===== config.mk =====
export PLATFORM = sky130hd
export DESIGN_NAME = cordic_iter_flat
export DESIGN_NICKNAME = d
export VERILOG_FILES = /design/src/rtl/cordic_iter_if.sv /design/src/rtl/cordic_iter.sv /design/src/flat_wrapper.sv
export SDC_FILE = /design/constraint.sdc
export NUM_CORES = 1
export LEC_CHECK = 0
export ABC_AREA = 1
export BUFFER_PORTS_ARGS = -buffer_cell sky130_fd_sc_hd__buf_2
export CAP_MARGIN = 0
export CORE_MARGIN = 1
export CORE_UTILIZATION = 50
export CTS_CLUSTER_DIAMETER = 80
export CTS_CLUSTER_SIZE = 28
export DETAILED_ROUTE_END_ITERATION = 8
export GPL_TIMING_DRIVEN = 1
export PLACE_DENSITY = 0.71
export SYNTH_ARGS = -nofsm -noshare
export SYNTH_HDL_FRONTEND = slang
export SYNTH_SLANG_ARGS = --single-unit

===== constraint.sdc =====
create_clock -name clk -period 4.34 [get_ports clk]
set_clock_uncertainty 0.1 [all_clocks]
set_input_delay 0.434 -clock clk [delete_from_list [all_inputs] [get_ports clk]]
set_output_delay 0.434 -clock clk [all_outputs]
set_load 0.02 [all_outputs]

===== src/rtl/cordic_iter_if.sv =====
// cordic_iter_if: operand/result handshake bundle for cordic_iter.
// The master drives operands and out_ready. The slave (core) drives in_ready, the results and busy.
interface cordic_iter_if #(
  parameter int WIDTH = 16
);
  logic                    in_valid;
  logic                    in_ready;
  logic                    in_mode;
  logic signed [WIDTH-1:0] in_x;
  logic signed [WIDTH-1:0] in_y;
  logic signed [WIDTH-1:0] in_z;
  logic                    out_valid;
  logic                    out_ready;
  logic signed [WIDTH-1:0] out_x;
  logic signed [WIDTH-1:0] out_y;
  logic signed [WIDTH-1:0] out_z;
  logic                    busy;

  modport master (
    output in_valid, in_mode, in_x, in_y, in_z, out_ready,
    input  in_ready, out_valid, out_x, out_y, out_z, busy
  );

  modport slave (
    input  in_valid, in_mode, in_x, in_y, in_z, out_ready,
    output in_ready, out_valid, out_x, out_y, out_z, busy
  );
endinterface


===== src/rtl/cordic_iter.sv =====
// cordic_iter: iterative CORDIC core. Each op selects rotation or vectoring mode, and the core does one micro-rotation per clock.
// Defining CORDIC_GAIN_COMP_EN adds a GAIN state that scales x/y by ~1/K before output rounding.
module cordic_iter #(
  parameter int WIDTH = 16,
  parameter int ITER  = 14,
  parameter int GUARD = 2
) (
  input logic          clk,
  input logic          rst,
  cordic_iter_if.slave io
);
  localparam int IW = WIDTH + GUARD;
  localparam int FB = IW - 2;
  // Two integer headroom bits keep gain growth, pre-rotation and vectoring angles from wrapping before saturation.
  localparam int DW = IW + 2;
  localparam int CW = $clog2(ITER + 1);
  localparam int SB = 60;

  localparam logic [1:0] S_IDLE = 2'd0;
  localparam logic [1:0] S_ROT  = 2'd1;
  localparam logic [1:0] S_GAIN = 2'd2;
  localparam logic [1:0] S_DONE = 2'd3;

  // atan(1/n) scaled by 2^SB, from the alternating Taylor series.
  function automatic longint atan_inv(input longint n);
    longint p;
    longint s;
    s = 0;
    p = (longint'(1) << SB) / n;
    for (int unsigned k = 0; k < 40; k++) begin
      if (k[0]) s = s - p / longint'(2 * k + 1);
      else      s = s + p / longint'(2 * k + 1);
      p = p / (n * n);
    end
    return s;
  endfunction

  function automatic longint fix_round(input longint v);
    return (v + (longint'(1) << (SB - FB - 1))) >>> (SB - FB);
  endfunction

  // The i == 0 entry uses Machin's formula (pi/4), because the series converges too slowly at n == 1.
  function automatic longint atan_fix(input int unsigned i);
    if (i == 0) return fix_round(4 * atan_inv(5) - atan_inv(239));
    return fix_round(atan_inv(longint'(1) << i));
  endfunction

  localparam logic signed [DW-1:0] HALF_PI = DW'(fix_round(8 * atan_inv(5) - 2 * atan_inv(239)));
  localparam logic signed [DW:0]   RND     = (DW+1)'((2 ** GUARD) / 2);
  localparam logic signed [DW:0]   SAT_HI  = (DW+1)'(2 ** (WIDTH - 1) - 1);

  function automatic logic signed [WIDTH-1:0] to_out(input logic signed [DW-1:0] v);
    logic signed [DW:0] r;
    r = ((DW+1)'(v) + RND) >>> GUARD;
    if (r > SAT_HI)       r = SAT_HI;
    else if (r < -SAT_HI) r = -SAT_HI;
    return WIDTH'(r);
  endfunction

  logic signed [DW-1:0] atan_tab [ITER];
  for (genvar g = 0; g < ITER; g++) begin : g_atan
    localparam logic signed [DW-1:0] ANG = DW'(atan_fix(g));
    assign atan_tab[g] = ANG;
  end

  logic [1:0]              state;
  logic                    rdy_en;
  logic                    mode;
  logic [CW-1:0]           iter;
  logic signed [DW-1:0]    x, y, z;
  logic signed [DW-1:0]    ext_x, ext_y, ext_z;
  logic signed [DW-1:0]    pre_x, pre_y, pre_z;
  logic signed [DW-1:0]    atan_cur, x_nxt, y_nxt, z_nxt;
  logic signed [DW-1:0]    x_fin, y_fin;
  logic signed [WIDTH-1:0] out_x_r, out_y_r, out_z_r;
  logic                    dir_pos;
  logic                    accept;

  assign io.in_ready  = (state == S_IDLE) && rdy_en;
  assign io.out_valid = (state == S_DONE);
  assign io.busy      = (state != S_IDLE);
  assign io.out_x     = out_x_r;
  assign io.out_y     = out_y_r;
  assign io.out_z     = out_z_r;
  assign accept       = io.in_valid && io.in_ready;

  // Quadrant pre-rotation brings the operand into CORDIC's +-pi/2 convergence range.
  always_comb begin
    ext_x = DW'(io.in_x) <<< GUARD;
    ext_y = DW'(io.in_y) <<< GUARD;
    ext_z = io.in_mode ? '0 : (DW'(io.in_z) <<< GUARD);
    pre_x = ext_x;
    pre_y = ext_y;
    pre_z = ext_z;
    if (!io.in_mode) begin
      if (ext_z > HALF_PI) begin
        pre_x = -ext_y;
        pre_y = ext_x;
        pre_z = ext_z - HALF_PI;
      end else if (ext_z < -HALF_PI) begin
        pre_x = ext_y;
        pre_y = -ext_x;
        pre_z = ext_z + HALF_PI;
      end
    end else if (ext_x[DW-1]) begin
      if (!ext_y[DW-1]) begin
        pre_x = ext_y;
        pre_y = -ext_x;
        pre_z = HALF_PI;
      end else begin
        pre_x = -ext_y;
        pre_y = ext_x;
        pre_z = -HALF_PI;
      end
    end
  end

  always_comb begin
    atan_cur = '0;
    for (int unsigned k = 0; k < ITER; k++) begin
      if (iter == CW'(k)) atan_cur = atan_tab[k];
    end
    dir_pos = mode ? y[DW-1] : !z[DW-1];
    x_nxt   = dir_pos ? x - (y >>> iter) : x + (y >>> iter);
    y_nxt   = dir_pos ? y + (x >>> iter) : y - (x >>> iter);
    z_nxt   = dir_pos ? z - atan_cur : z + atan_cur;
  end

`ifdef CORDIC_GAIN_COMP_EN
  function automatic logic signed [DW-1:0] inv_gain(input logic signed [DW-1:0] v);
    return (v >>> 1) + (v >>> 3) - (v >>> 6) - (v >>> 9) - (v >>> 13);
  endfunction
  assign x_fin = inv_gain(x);
  assign y_fin = inv_gain(y);
`else
  assign x_fin = x;
  assign y_fin = y;
`endif

  always_ff @(posedge clk or negedge rst) begin
    if (!rst) begin
      state   <= S_IDLE;
      rdy_en  <= 1'b0;
      mode    <= 1'b0;
      iter    <= '0;
      x       <= '0;
      y       <= '0;
      z       <= '0;
      out_x_r <= '0;
      out_y_r <= '0;
      out_z_r <= '0;
    end else begin
      rdy_en <= 1'b1;
      case (state)
        S_IDLE: begin
          if (accept) begin
            state <= S_ROT;
            mode  <= io.in_mode;
            iter  <= '0;
            x     <= pre_x;
            y     <= pre_y;
            z     <= pre_z;
          end
        end
        S_ROT: begin
          if (iter == CW'(ITER)) begin
`ifdef CORDIC_GAIN_COMP_EN
            state   <= S_GAIN;
`else
            state   <= S_DONE;
            out_x_r <= to_out(x_fin);
            out_y_r <= to_out(y_fin);
            out_z_r <= to_out(z);
`endif
          end else begin
            x    <= x_nxt;
            y    <= y_nxt;
            z    <= z_nxt;
            iter <= iter + CW'(1);
          end
        end
        S_GAIN: begin
          state   <= S_DONE;
          out_x_r <= to_out(x_fin);
          out_y_r <= to_out(y_fin);
          out_z_r <= to_out(z);
        end
        S_DONE: begin
          if (io.out_ready) state <= S_IDLE;
        end
        default: state <= S_IDLE;
      endcase
    end
  end
endmodule


===== src/flat_wrapper.sv =====
// flat-port wrapper written by rule: the top's interface ports become plain ports
module cordic_iter_flat 
#(
  parameter int WIDTH = 16,
  parameter int ITER  = 14,
  parameter int GUARD = 2
)
  (clk, rst, io_in_valid, io_in_mode, io_in_x, io_in_y, io_in_z, io_out_ready, io_in_ready, io_out_valid, io_out_x, io_out_y, io_out_z, io_busy);
  cordic_iter_if #(.WIDTH(WIDTH)) io_i ();
  input logic clk;
  input logic rst;
  input wire logic [$bits(io_i.in_valid)-1:0] io_in_valid;
  input wire logic [$bits(io_i.in_mode)-1:0] io_in_mode;
  input wire logic [$bits(io_i.in_x)-1:0] io_in_x;
  input wire logic [$bits(io_i.in_y)-1:0] io_in_y;
  input wire logic [$bits(io_i.in_z)-1:0] io_in_z;
  input wire logic [$bits(io_i.out_ready)-1:0] io_out_ready;
  output wire logic [$bits(io_i.in_ready)-1:0] io_in_ready;
  output wire logic [$bits(io_i.out_valid)-1:0] io_out_valid;
  output wire logic [$bits(io_i.out_x)-1:0] io_out_x;
  output wire logic [$bits(io_i.out_y)-1:0] io_out_y;
  output wire logic [$bits(io_i.out_z)-1:0] io_out_z;
  output wire logic [$bits(io_i.busy)-1:0] io_busy;
  assign io_i.in_valid = io_in_valid;
  assign io_i.in_mode = io_in_mode;
  assign io_i.in_x = io_in_x;
  assign io_i.in_y = io_in_y;
  assign io_i.in_z = io_in_z;
  assign io_i.out_ready = io_out_ready;
  assign io_in_ready = io_i.in_ready;
  assign io_out_valid = io_i.out_valid;
  assign io_out_x = io_i.out_x;
  assign io_out_y = io_i.out_y;
  assign io_out_z = io_i.out_z;
  assign io_busy = io_i.busy;
  cordic_iter #(.WIDTH(WIDTH), .ITER(ITER), .GUARD(GUARD)) u_core (.clk(clk), .rst(rst), .io(io_i));
endmodule

==> metrics.md, run 1 <==
| Metric | Value |
|---|---|
| Number of global-route vias before repair | 16.1k |
| Crit path setup slack, layout | 0.0604 ns |
| R2R Setup Slk | 0.06 ns |
| Root buffer cell | clkbuf_16 |
| Initial antenna violation count | 0 |
| Synth cell types | 56 |
| # setup viols final | 0 |
| Yosys top cell by area | dfrtp_1 |
| Syn-to-layout area delta | 16.6% |
| Std-Cell Rows | 63 |
| Yosys reg bits | between 100 and 150 |
| Initial core utilization | 51.3% |
| Measured slew at the worst slew-check pin | 1.00 ns |
| R2R Path End | u_core.z[18] |
| Crit path DAT | ~4.5 ns |
| Setup TNS | 0 ns |
| Synth Cell Area | 15300 sq um |
| Die width | 177 um |
| CP Data Required Time | around 4.6 ns |
| Most frequent cells in the layout | nand2_1 (646), inv_1 (270), nand3_1 (220), a21oi_1 (191), nor2_1 (173) |
| CTS H-Tree Depth | 4 |
| Max Freq | 234 MHz |
| Slew headroom | 33.1% |
| Failing checks | negative hold slack |
| Post-synth EDFFs | 0 |
| CP endpoint | u_core.z[18] |
| Syn_nets | 2640 |
| Critical Path Slowest Stage Cell | dfrtp_2 |
| Placed wire-length estimate | ~46000 um |
| Final hold vios | 4 |
| Buffers added on ports | approximately 100 |
| Ys async rst share | between 90% and 100% |
| Place WS | -0.0152 ns |
| First-pass GRT wire length | ~90000 um |
| Dominant synthesized flop cell | dfrtp_1 |
| Vias post-DR | 18.0k |
| CTS clk-pin slew, worst paths | 0.07 ns |
| Final Max Slew Viols | 0 |
| Syn Inst Count | 2504 |
| Worst Setup Path Type | flop to flop |
| Crit start category | flop |
| Die Span Y | 177 um |
| R2r worst-path depth | 26 |
| 1st-iter DRT viols | 1886 |
| Clock sink count | 116 |
| Worst skew pair latency | 0.43 ns |
| Grt ovf | 0 |
| CTS tree | done |
| Routed wire length | 58700 um |
| Total CTS buffers | 17 |
| Routed Antenna Nets | 0 |
| Avg Cell Area, Syn | 6.12 sq um |
| Core Region | 29900 sq um |
| Biggest cell delay along the critical path | around 0.48 ns |
| Crit-path most repeated cell | nor2_2 |
| Final Cell Area | 17900 sq um |
| Final period util | 98.6% |
| R2r startpoint | u_core.iter[1] |
| Via density | 5.92 |
| Die footprint | about 31000 sq um |
| RSZ-0062 raised after global routing | yes |
| Largest net degree at the start of global routing | 59 |
| GRT Total Usage | 36.8% |
| Fin crit period | ~4.3 ns |
| Critical path origin | u_core.iter[1] |
| Top cell type's share of synthesized area | 18.9% |
| Area post-placement | 16600 sq um |
| Synth warn | 0 |
| Cts hold-fix bufs | 0 |
| HP Class | primary input to asynchronous set/reset pin |
| Most common cell after layout, fill and taps aside | nand2_1 |
| Final GP Congestion | 0.997 |
| Status | complete, but fails checks |
| Wire per inst | 19.3 um |
| CP Capture Type | flop |
| Share of layout cells above drive strength 1 | 16.2% |
| Maximum clock path buffer count | 2 |
| Pre-Repair DR Iteration Count | 8 |
| I/O pins | 104 |
| Antenna diodes | 0 |
| # DRC | 0 |
| Register area share after synthesis | 18.9% |
| Crit path max fanout | 5 |
| Nets | 2776 |
| Largest cells by area after synthesis | dfrtp_1 (19%), nand2_1 (16%), nand3_1 (7.3%) |
| Max_cap viols | 0 |
| Hold slack | -0.0360 ns |
worst min-delay path by stage:
| stage | from | to | slack (ns) | cells after the start |
|---|---|---|---|---|
| 2_1_floorplan | rst | u_core.io.out_x[0] | 0.04 | 0 |
| 3_5_place_dp | u_core.io.out_y[7] | u_core.io.out_y[7] | 0.37 | 2 |
| 5_1_grt | rst | u_core.io.out_z[2] | 0.03 | 1 |
| 4_1_cts | rst | u_core.io.out_z[2] | 0.007 | 1 |
| 3_3_place_gp | u_core.io.out_y[9] | u_core.io.out_y[9] | 0.36 | 2 |
| 6_report | rst | u_core.io.out_z[2] | -0.04 | 1 |
cell usage after synthesis (3+ instances only):
master,instances
nor2_2,14
o2111ai_1,3
nor3_1,40
inv_2,19
nand4_1,29
a221oi_1,12
xor2_1,107
nand2_2,20
buf_2,33
xnor2_1,35
nand3b_1,3
o21ai_0,155
ha_1,80
inv_1,272
nand3_1,224
nor2_1,189
a22oi_1,4
o21ai_1,31
buf_1,12
nand3_2,18
o221ai_1,17
o311ai_0,3
a21oi_1,196
dfrtp_1,116
and2_1,4
fa_1,3
o22ai_1,28
buf_6,7
o211ai_1,25
nor2_4,5
a21o_1,6
nand2_1,655
or2_2,5
nand2_4,4
o21bai_1,11
a31oi_1,18
clkbuf_1,42
nor3b_1,3
o31ai_1,11
nor4_1,11
buf_4,10
nor3_2,4
repair_timing:
action,in CTS,in global routing
endpoints found under the setup margin,3,26
setup buffers,0,16
endpoints found under the hold margin,0,0
pin swaps,0,37
cloned,0,2
resized for setup,3,118
cell families after synthesis:
logic type / Yosys count / share of synthesized area, %
simple gates: 1232 / 35.4
compound gates: 533 / 20.0
buf+inv: 397 / 10.6
xor+xnor: 142 / 8.12
flops: 116 / 18.9
fa+ha+maj: 83 / 6.92
other cells: 1 / 0.0245
state kept, by name, indices dropped and copies added, names as in the netlist:
register,flops
u_core.io.out_x,16
u_core.io.out_y,16
u_core.io.out_z,16
u_core.iter,4
u_core.mode,1
u_core.rdy_en,1
u_core.state,2
u_core.x,20
u_core.y,20
u_core.z,20
worst max-delay path, delay by kind of cell, from the launching register on:
| family | cells | cell delay (ns) |
|---|---|---|
| xor gates and xnor gates | 2 | 0.36 |
| and+or+nand+nor | 14 | 1.73 |
| buffers and inverters | 4 | 0.46 |
| AOI/OAI and AO/OA | 3 | 0.35 |
| DFF | 1 | 0.48 |
| adders and majority gates | 3 | 0.72 |
through the flow:
stage,util (%),cells
final,59.8,3043
after floorplan,-,2504
after global placement,55.6,2993
after global routing,59.8,3043
after CTS,57.7,3025
after detailed placement,55.6,2993
layer usage:
metal / global-route usage [%] / routed length [um] / up-vias / share of wire, %
li1: - / - / 8613 / -
met4: 8.23 / 1050 / 0 / 1.8
met5: 0 / 0 / - / 0
met2: 54.2 / 24800 / 923 / 42
met1: 55.2 / 26700 / 8405 / 46
met3: 6.34 / 6100 / 77 / 10
final cells by class:
class,count,area (sq um)
clock inverters,12,144
multi-input cells,1991,11200
flip-flops and latches,116,2910
inverters,293,1110
fillers,2992,12000
well taps,390,488
repair buffers,221,1510
clock buffers,20,467
Power of run 1 is left out: the tool's default activity adds up to more than one toggle a clock period on the data nets, which glitch-free logic cannot reach.
==> run 2: changes to the inputs <==
ABC_AREA = 0   (was 1)
==> metrics.md, run 2 <==
| Metric | Value |
|---|---|
| RSZ-0062 raised after global routing | yes |
| CP Capture Type | flop |
| # DRC | 0 (unchanged) |
| Synth cell types | 76 (+36%) |
| Fill cells | 2493 (-17%) |
| Post-synth EDFFs | 0 (unchanged) |
| Via density | 6.24 (+5.4%) |
| Syn-to-layout area delta | 27.8% |
| Syn_nets | 2106 (-20%) |
| Largest cells by area after synthesis | dfrtp_1 (20%), ha_1 (6.9%), mux4_2 (6.2%) |
| GRT Total Usage | 33.9% (-2.9 points) |
| Synth warn | 0 (unchanged) |
| Post-synth top cells | nand2_1 (226), nor2_1 (203), a21oi_1 (177), o21ai_0 (175), clkbuf_1 (126) |
| Setup TNS | -2.17 ns (-2.17 ns) |
| Area of the multi-input gates | 11600 sq um (+3.2%) |
| Routed Antenna Nets | 0 (unchanged) |
| CP Data Required Time | 4.56 ns (-0.03 ns) |
| Measured slew at the worst slew-check pin | 0.923 ns (-0.0817 ns) |
| Fin crit period | 4.67 ns (+0.386 ns) |
| Max_cap viols | 0 (unchanged) |
| Crit path max fanout | 6 (+1) |
| Max Freq | 214 MHz (-8.3%) |
| Most frequent cells in the layout | buf_4 (275), nand2_1 (223), nor2_1 (192), a21oi_1 (158), o21ai_0 (139) |
| Clock sink count | 116 (unchanged) |
| Crit start category | flop |
| Met3 GRT Util | 6.71% (+0.37 points) |
| Ys async rst share | 100% (unchanged) |
| Wire per inst | 19.8 um (+2.5%) |
| Met1 usage | 47.1% (-8.1 points) |
| Final period util | 108% (+8.9 points) |
| Core Region | 28700 sq um (-3.9%) |
| First-pass GRT wire length | 81200 um (-9.5%) |
| Yosys reg bits | 116 (unchanged) |
| HP Class | primary input to flop |
| Global routing's busiest layer | met2 |
| Total CTS buffers | 17 (unchanged) |
| Most common cell after layout, fill and taps aside | buf_4 |
| Worst Setup Path Type | flop to flop |
| Buffers added on ports | 103 (unchanged) |
| 1st-iter DRT viols | 1532 (-19%) |
| Final hold vios | 0 (-4) |
| I/O pins | 104 (unchanged) |
| Final Max Slew Viols | 0 (unchanged) |
| Root buffer cell | clkbuf_16 |
| Yosys top cell by area | dfrtp_1 |
| CTS H-Tree Depth | 4 (unchanged) |
| Final GP Congestion | 0.964 (-3.3%) |
| Largest net degree at the start of global routing | 66 (+12%) |
| Number of global-route vias before repair | 15.2k (-5.7%) |
| Cell with the most instances after synthesis | nand2_1 |
| Std-Cell Rows | 62 (-1.6%) |
| Slew headroom | 38.3% (+5.2 points) |
| Die footprint | 29900 sq um (-4.7%) |
| Avg Cell Area, Syn | 7.41 sq um (+21%) |
| Die width | 173 um (-2.4%) |
| Nets | 2364 (-15%) |
| Die Span Y | 173 um (-2.4%) |
| Pre-Repair DR Iteration Count | 5 (-3) |
| Maximum clock path buffer count | 2 (unchanged) |
| Place WS | -0.264 ns (-0.249 ns) |
| Initial core utilization | 50.9% (-0.42 points) |
| Antenna diodes | 0 (unchanged) |
| Worst skew pair latency | 0.44 ns (about the same) |
| Placed wire-length estimate | 38500 um (-16%) |
| CTS tree | done |
| GRT met2 Usage | 52.9% (-1.3 points) |
| # setup viols final | 17 (+17) |
| CTS clk-pin slew, worst paths | 0.06 ns (about the same) |
| Status | complete, but fails checks |
| Crit path DAT | 4.88 ns (+0.35 ns) |
| Crit path setup slack, layout | -0.326 ns (-0.386 ns) |
| Routed wire length | 51900 um (-12%) |
| Dominant synthesized flop cell | dfrtp_1 |
| Failing checks | negative setup slack |
| Register area share after synthesis | 19.9% (+0.94 points) |
| Register Area | 2910 sq um (about the same) |
| Largest registers | u_core.x: 20 flops, u_core.y: 20 flops, u_core.z: 20 flops |
| Top cell type's share of synthesized area | 19.9% (+0.94 points) |
| Share of layout cells above drive strength 1 | 27.5% (+11 points) |
| Synth Cell Area | 14600 sq um (-4.7%) |
| Syn Inst Count | 1970 (-21%) |
| Vias post-DR | 16.4k (-9.1%) |
| Grt ovf | 0 (unchanged) |
| Initial antenna violation count | 1 (+1) |
[run 2: cell type report]
class	instances	share of cell area, %
clock inverter	9	0.677
tap	384	2.58
clock buffer	22	2.60
multi-input combinational	1649	62.2
inverter	50	1.03
sequential	116	15.6
timing repair buffer	394	15.4
[run 2: through the flow]
stage	cells	hold WS, ns	cell area [sq um]	util [%]
2_1_floorplan	1970	0.0384	14700	-
3_3_place_gp	2552	0.360	17100	59.4
3_5_place_dp	2552	0.362	17100	59.4
4_1_cts	2607	0.307	18200	63.3
5_1_grt	2624	0.333	18700	65.0
6_report	2624	0.332	18700	65.0
[run 2: kinds of logic (layout without fill, tap and decap cells)]
group | count (synthesis) | in the layout | share of synthesized area (%)
simple gates | 694 | 694 | 21.9
compound gates | 632 | 632 | 26.8
buf+inv | 205 | 475 | 5.46
xor+xnor | 160 | 160 | 9.70
flops | 116 | 116 | 19.9
fa+ha+maj | 83 | 83 | 7.27
mux | 79 | 79 | 8.93
other cells | 1 | 1 | 0.0257
[run 2: what timing repair did]
item,4_1_cts,5_1_grt
gates cloned,3,0
endpoints found under the setup margin,18,32
resized for setup,80,86
setup buffers,20,17
hold buffers,1,0
pin swaps,47,62
endpoints found under the hold margin,21,0
[run 2: path summary, 6_finish.rpt]
kind | cells after the start | startpoint | slack (ns) | end
min in group asynchronous | 2 | rst | 0.50 | u_core.io.out_z[9]
min reg2reg | 2 | u_core.io.out_x[15] | 0.37 | u_core.io.out_x[15]
max | 21 | u_core.iter[0] | -0.33 | u_core.x[17]
max reg2reg | 21 | u_core.iter[0] | -0.33 | u_core.x[17]
max in group asynchronous | 3 | rst | 2.62 | u_core.z[16]
min | 3 | io_in_valid | 0.33 | u_core.mode
[run 2: routing by layer]
| layer | wire length (um) | part of all wire, % |
|---|---|---|
| met1 | 22500 | 43 |
| met2 | 23100 | 45 |
| met3 | 5000 | 9.6 |
| met4 | 1320 | 2.5 |
| met5 | 13 | 0.025 |
[run 2: critical path: stages (launching register included)]
cell,delay [ns]
dfrtp_2,0.44
buf_6,0.13
buf_12,0.12
mux4_2,0.51
mux2i_1,0.20
buf_4,0.16
nor2_4,0.03
a211oi_2,0.27
o2111a_1,0.26
a31oi_2,0.10
xnor2_1,0.20
ha_2,0.33
o21ai_2,0.18
o21bai_2,0.11
a21oi_2,0.17
a2bb2oi_2,0.16
o31ai_2,0.10
or4_4,0.45
a31oi_4,0.21
xnor2_2,0.09
a22oi_1,0.15
nor2_1,0.07
Power of run 2 is left out for the same reason.
